==> config.mk <==
export PLATFORM = sky130hd
export DESIGN_NAME = vscale_dmem_bridge
export DESIGN_NICKNAME = d
export VERILOG_FILES = /design/src/rtl/vscale_dmem_bridge.sv
export SDC_FILE = /design/constraint.sdc
export NUM_CORES = 1
export LEC_CHECK = 0
export CORE_MARGIN = 5
export CORE_UTILIZATION = 54
export CTS_CLUSTER_DIAMETER = 60
export CTS_CLUSTER_SIZE = 14
export DETAILED_ROUTE_END_ITERATION = 10
export DONT_BUFFER_PORTS = 1
export PLACE_DENSITY = 0.77
export SKIP_LAST_GASP = 1
export SYNTH_ARGS = -nofsm -noshare
export SYNTH_HDL_FRONTEND = slang
export SYNTH_SLANG_ARGS = --single-unit
==> constraint.sdc <==
create_clock -name clk -period 1.6 [get_ports clk]
set_input_delay 0.32 -clock clk [delete_from_list [all_inputs] [get_ports clk]]
set_output_delay 0.32 -clock clk [all_outputs]
set_load 0.005 [all_outputs]
==> src/rtl/vscale_dmem_bridge.sv <==
// Bridges the V-Scale pipeline data-memory port onto a valid/ready request bus
// with a separate response strobe. Faults misaligned or out-of-range accesses locally.
module vscale_dmem_bridge #(
  parameter logic [31:0] MEM_BYTES = 32'h0001_0000
) (
  input  logic        clk,
  input  logic        reset_n,
  input  logic        dmem_en,
  input  logic        dmem_wen,
  input  logic [2:0]  dmem_size,
  input  logic [31:0] dmem_addr,
  input  logic [31:0] dmem_wdata_delayed,
  output logic        dmem_wait,
  output logic [31:0] dmem_rdata,
  output logic        dmem_badmem_e,
  output logic        mem_req_valid,
  input  logic        mem_req_ready,
  output logic        mem_req_wen,
  output logic [31:0] mem_req_addr,
  output logic [3:0]  mem_req_wstrb,
  output logic [31:0] mem_req_wdata,
  input  logic        mem_resp_valid,
  input  logic [31:0] mem_resp_rdata,
  output logic [2:0]  dbg_state_o
);

  // Bus handshake: a request transfers on a cycle where mem_req_valid and
  // mem_req_ready are both 1; valid depends on state only, and every request
  // field stays constant while valid is held without ready. mem_resp_valid is
  // a one-cycle strobe, honoured only while a request is outstanding (WAIT).
  typedef enum logic [2:0] {
    S_IDLE  = 3'd0,
    S_ISSUE = 3'd1,
    S_WAIT  = 3'd2,
    S_DONE  = 3'd3,
    S_ERR   = 3'd4
  } state_e;

  state_e      state_q, state_d;
  logic [31:0] addr_q, addr_d;
  logic        wen_q, wen_d;
  logic [2:0]  size_q, size_d;
  logic [31:0] rdata_q, rdata_d;

  logic is_byte, is_half, is_word;
  logic req_bad;

  assign is_byte = (dmem_size == 3'd0);
  assign is_half = (dmem_size == 3'd1);
  assign is_word = !is_byte && !is_half;
  assign req_bad = (is_half && dmem_addr[0])
                || (is_word && (dmem_addr[1:0] != 2'b00))
                || (dmem_addr >= MEM_BYTES);

  always_ff @(posedge clk or negedge reset_n) begin
    if (!reset_n) begin
      state_q <= S_IDLE;
      addr_q  <= '0;
      wen_q   <= 1'b0;
      size_q  <= '0;
      rdata_q <= '0;
    end else begin
      state_q <= state_d;
      addr_q  <= addr_d;
      wen_q   <= wen_d;
      size_q  <= size_d;
      rdata_q <= rdata_d;
    end
  end

  always_comb begin
    state_d = state_q;
    addr_d  = addr_q;
    wen_d   = wen_q;
    size_d  = size_q;
    rdata_d = rdata_q;
    case (state_q)
      S_IDLE, S_DONE, S_ERR: begin
        if (dmem_en) begin
          addr_d = dmem_addr;
          wen_d  = dmem_wen;
          size_d = dmem_size;
          if (req_bad) begin
            state_d = S_ERR;
            rdata_d = '0;
          end else begin
            state_d = S_ISSUE;
          end
        end else begin
          state_d = S_IDLE;
        end
      end
      S_ISSUE: begin
        if (mem_req_ready) state_d = S_WAIT;
      end
      S_WAIT: begin
        if (mem_resp_valid) begin
          rdata_d = mem_resp_rdata;
          state_d = S_DONE;
        end
      end
      default: state_d = S_IDLE;
    endcase
  end

  logic [3:0] strb;

  always_comb begin
    strb = 4'b1111;
    case (size_q)
      3'd0:    strb = 4'b0001 << addr_q[1:0];
      3'd1:    strb = 4'b0011 << {addr_q[1], 1'b0};
      default: strb = 4'b1111;
    endcase
  end

  assign mem_req_valid = (state_q == S_ISSUE);
  assign mem_req_wen   = wen_q;
  assign mem_req_addr  = {addr_q[31:2], 2'b00};
  assign mem_req_wstrb = wen_q ? strb : 4'b0000;
  assign mem_req_wdata = dmem_wdata_delayed;

  assign dmem_wait     = (state_q == S_ISSUE) || (state_q == S_WAIT);
  assign dmem_badmem_e = (state_q == S_ERR);
  assign dmem_rdata    = rdata_q;
  assign dbg_state_o   = state_q;

endmodule

# Word-level counts from Yosys, hierarchy flattened
# Index checks and enable logic that the tools add are counted.
# W data, S select, Z words.
[op_classes]
magnitude_cmp = 1
n_eq_ne = 10
shift = 2
mux = 11
n_reduce_logical = 17
[ops]
columns = ["operator", "n"]
rows = [
  ["$mux W32", 3],
  ["$pmux W32 S2", 1],
  ["$ge A32 B17 Y1 const B", 1],
  ["$mux W3", 4],
  ["$eq A3 B1 Y1 const B", 3],
  ["$logic_not A3 Y1", 3],
  ["$pmux W3 S3", 1],
  ["$pmux W4 S2", 1],
  ["$eq A3 B2 Y1 const B", 2],
  ["$ne A2 B2 Y1 const B", 3],
  ["$mux W4", 1],
  ["$reduce_and A2 Y1", 2],
  ["$reduce_and A4 Y1", 1],
  ["$reduce_bool A2 Y1", 2],
  ["$shl A1 B2 Y4 const A", 1],
  ["$shl A2 B2 Y4 const A", 1],
  ["$eq A3 B3 Y1 const B", 1],
  ["$logic_and A1 B1 Y1", 3],
  ["$logic_or A1 B1 Y1", 3],
  ["$reduce_or A3 Y1", 1],
  ["$logic_not A1 Y1", 2],
  ["$ne A2 B1 Y1 const B", 1],
]
[totals]
reg_bits = 71
in_bits = 105
out_inout_bits = 107
wordCells = 46

# Depth between registers and ports, before layout
[depth]
word_depth = 9
mapped_depth = 6
depth_no_buf = 4

# Worst setup path after synthesis
# Ideal clock, no wire load.
[synth_timing]
kind = "flip-flop to flip-flop"
from = "reg state_q[2] (netlist: dbg_state_o[2])"
to = "reg addr_q[10]"
setup_time_ns = 0.125
arrival_ns = 1.428
required_ns = 1.475
path_slack_ns = 0.047
path_stages_with_launch = 6
n_path_buf = 2
synth_period_minus_slack_ns = 1.553
cell_sequence = "dfrtp_1 > and3b_1 > o21ai_2 > buf_4 > buf_6 > mux2_2"
[synth_via]
elab_chain_len = 3
word_cells_on_any_way = 5
cone_classes = "eq/ne (2); reduce/logical (3)"
[synth_rtl]
columns = ["item", "line_no", "rtl"]
rows = [
  ["start: declaration", "39", "state_e state_q, state_d;"],
  ["start signal: assignment", "63", "state_q <= state_d;"],
  ["$eq A3 B3 Y1 (tied with other cells)", "77", "case (state_q)"],
  ["$reduce_or A3 Y1 *", "77", ""],
  ["$reduce_and A2 Y1 (no source line) *", "n/a", ""],
  ["end signal: assignment", "64", "addr_q <= addr_d;"],
  ["end: declaration", "40", "logic [31:0] addr_q, addr_d;"],
]
# Every way passes the cells marked *; elsewhere a longest branch is shown, timed or not.
# A chain may end at the register's enable or synchronous reset.

# Final worst setup path
[layout_timing]
from = "reg state_q[0] (netlist: dbg_state_o[0])"
to = "reg addr_q[2]"
# Same word-level chain as after synthesis.

==> key figures <==
Status
  – Outcome: finished, violations left
  – Failing checks: negative hold slack

Routing
  – Routed WL: 6918 um
  – Detail Route Antenna Nets: 0
  – First DRT Iteration DRCs: 42
  – DRC errors left: 0
  – Routed via count: slightly below 2000
  – Wire per inst: 19.82 um
  – Pre-Repair DR Iteration Count: 4
  – Via density: 5.599

Pwr
  – VDD IR max: 0.0004756 V
  – Combinational Power Share: under 10%
  – Switching Share: 23.60%
  – Power share of the clock group: 35.9%
  – PwrDens: 994.6 nW/um^2
  – Pint: 2.622 mW
  – Net switching power: 0.8099 mW
  – Leak: approximately 1.5 nW
  – Power after layout: 3.432 mW
  – Register share of total power: a little under three fifths

STA
  – Max Fclk: 628.8 MHz
  – Worst Skew: roughly 0.013 ns
  – Clock period minus worst slack: between 1.5 and 2 ns
  – Final hold violation count: 71
  – Final setup fails: 0
  – Fin Setup TNS: 0 ns
  – RSZ-0062 raised after global routing: true
  – Final period utilization: 99.40%
  – Pins Over Slew Limit: 0
  – Min Hold Slack: -0.3261 ns

Critical path
  – Worst path required time: 1.82 ns
  – Critical Path AT: 1.81 ns
  – Worst r2r src: dbg_state_o[0]
  – Crit path from: dbg_state_o[0]
  – Critical path class: flop to flop
  – Worst Path Max Fanout: 14
  – Setup slack, reg-to-reg: roughly 0.0095 ns
  – Setup crit end kind: flop
  – Critical Path Start Type: flop

Global routing
  – Largest net degree at the start of global routing: 72
  – First-pass GRT wire length: 11140 um
  – Vias in the first global route: about 2200
  – Initial antenna violation count: 0
  – Tot GR Track Use: 16.75%
  – GR Overflow Total: 0

Placed design
  – Dpl cells: 329
  – IO Port Bufs: 0
  – Detailed placement HPWL: 5097 um
  – Gpl congestion: 0.7277

Yosys
  – Post-synth top flop: dfrtp_1
  – Syn avg cell area: 11.04 sq um
  – #FFs+latches synth: 71
  – Count of cell types in the netlist: 28
  – Async SR Flop Fraction: between 90% and 100%
  – Post-Syn Area: 3510 sq um
  – Post-synth EDFFs: 0
  – Sequential-to-total area share from yosys stat: about half
  – Synth Instances: 318
  – Warnings, synthesis: 0

Floorplanning
  – Die X: between 90 and 100 um
  – Initial core utilization: 55.27%
  – Io pins: 212
  – Std-Cell Rows: 29
  – Core ar.: 6350 sq um
  – Die height: 90.62 um
  – Die area: 8212 sq um

Clock tree
  – CTS Buf Count: 9
  – CTS tree: built
  – Clock transition at path regs: 0.07 ns
  – Worst-Skew Late Latency: 0.34 ns
  – CTS H-tree lvls: 3
  – Clock Path Buffers: 2
  – # clock sinks: 71
  – Root buffer cell: clkbuf_8

Flow run
  – Max-cap check violation count: 0

Layout
  – Final #Nets: about 370
  – Final std cells w/o fill: ~350
  – Register Area: 1778 sq um
  – Fillers: 537
  – Multi-input logic area: 1187 sq um
  – Share of cells above drive strength 1: 39.34%
  – Layout area overhead: -1.676%
  – Ant. Diodes: 0

Worst hold path
  – Min-delay worst type: primary input to asynchronous set/reset pin
layout by cell type (no fill, tap or decap), types with 3 or more instances in the layout:
cell      netlist  routed
nor4_1          3       3
dfrtp_1        71      70
buf_6           6       3
clkinv_2        0       4
mux2_2         36      36
clkbuf_8        0      10
buf_12          0       5
inv_1           3       3
o21ai_0         6       6
buf_4          65       6
a21oi_4         1       3
nand2_1        65      65
o21ai_2        30      29
synthesized netlist by cell type, drive strengths merged (2+ instances only):
master,instances,area (sq um)
a21boi,2,15.01
a21oi,5,40.04
and2,2,12.51
buf,73,565.5
clkbuf,5,18.77
dfrtp,71,1777
inv,3,11.26
mux2,36,405.4
nand2,65,244.0
nand2b,2,12.51
nor2,4,15.01
nor4,3,18.77
o21ai,36,292.8
o22ai,2,12.51
cell families after synthesis:
group           count (synthesis)  share of synthesized area [%]
buf+inv                        81                          16.97
other cells                     1                         0.1068
simple gates                   82                          9.982
compound gates                 47                          10.77
flops                          71                          50.62
mux                            36                          11.55
worst max-delay path: stages (launching register included):
cell       delay, ns
dfrtp_2         0.45
and3b_1         0.21
o21ai_4         0.19
buf_12          0.13
clkbuf_16       0.16
mux2_2          0.33
routing by layer:
| metal | global-route usage [%] | up-vias | part of all wire [%] |
|---|---|---|---|
| met2 | 25.36 | 128 | 49 |
| met1 | 18.23 | 923 | 36 |
| met5 | 0 | - | 0 |
| li1 | - | 887 | - |
| met4 | 7.816 | 0 | 1.7 |
| met3 | 10.75 | 16 | 14 |
power by group through the flow:
| stage | clock network, mW | logic, mW | registers, mW |
|---|---|---|---|
| CTS | 1.27 | 0.213 | 1.97 |
| global placement | 0 | 0.204 | 2.00 |
| floorplan | 0 | 0.369 | 1.97 |
| detailed placement | 0 | 0.212 | 2.01 |
| finish | 1.23 | 0.229 | 1.97 |
| global route | 1.39 | 0.251 | 1.98 |
sequential cells by signal, indices dropped and copies added, names as in the netlist:
| register | count |
|---|---|
| addr_q | 32 |
| dbg_state_o | 3 |
| dmem_rdata | 32 |
| mem_req_wen | 1 |
| size_q | 3 |
worst paths after layout:
path / endpoint / cells after the start
hold / removal: addr_q[19] / 0
min in group clk: dmem_rdata[9] / 2
max in group asynchronous: dbg_state_o[0] / 0
setup reg to reg: addr_q[2] / 5
hold reg to reg: addr_q[12] / 1
setup / recovery: addr_q[2] / 5
what timing repair did:
item	CTS	global route
gates resized for setup	1	9
setup endpoints to repair	1	34
cloned	0	1
setup buffers	0	3
pin swaps	0	1
endpoints found under the hold margin	71	71
area by class of cell:
type                            count  area share [%]
Sequential cell                    71           51.52
Timing Repair Buffer               15           5.910
Inverter                            3          0.3263
Clock buffer                       10           3.988
Tap cell                           77           2.792
Clock inverter                      6           1.051
Multi-Input combinational cell    167           34.41
through the flow:
stage	utilization (%)	worst slack, ns	area [sq um]
finish	54.34	0.009549	3451
floorplan	-	0.04738	3513
CTS	52.85	0.005878	3356
global route	54.34	-0.04201	3451
global placement	50.05	0.02956	3178
detailed placement	50.05	-0.04431	3178
(Power assumes the default switching activity.)
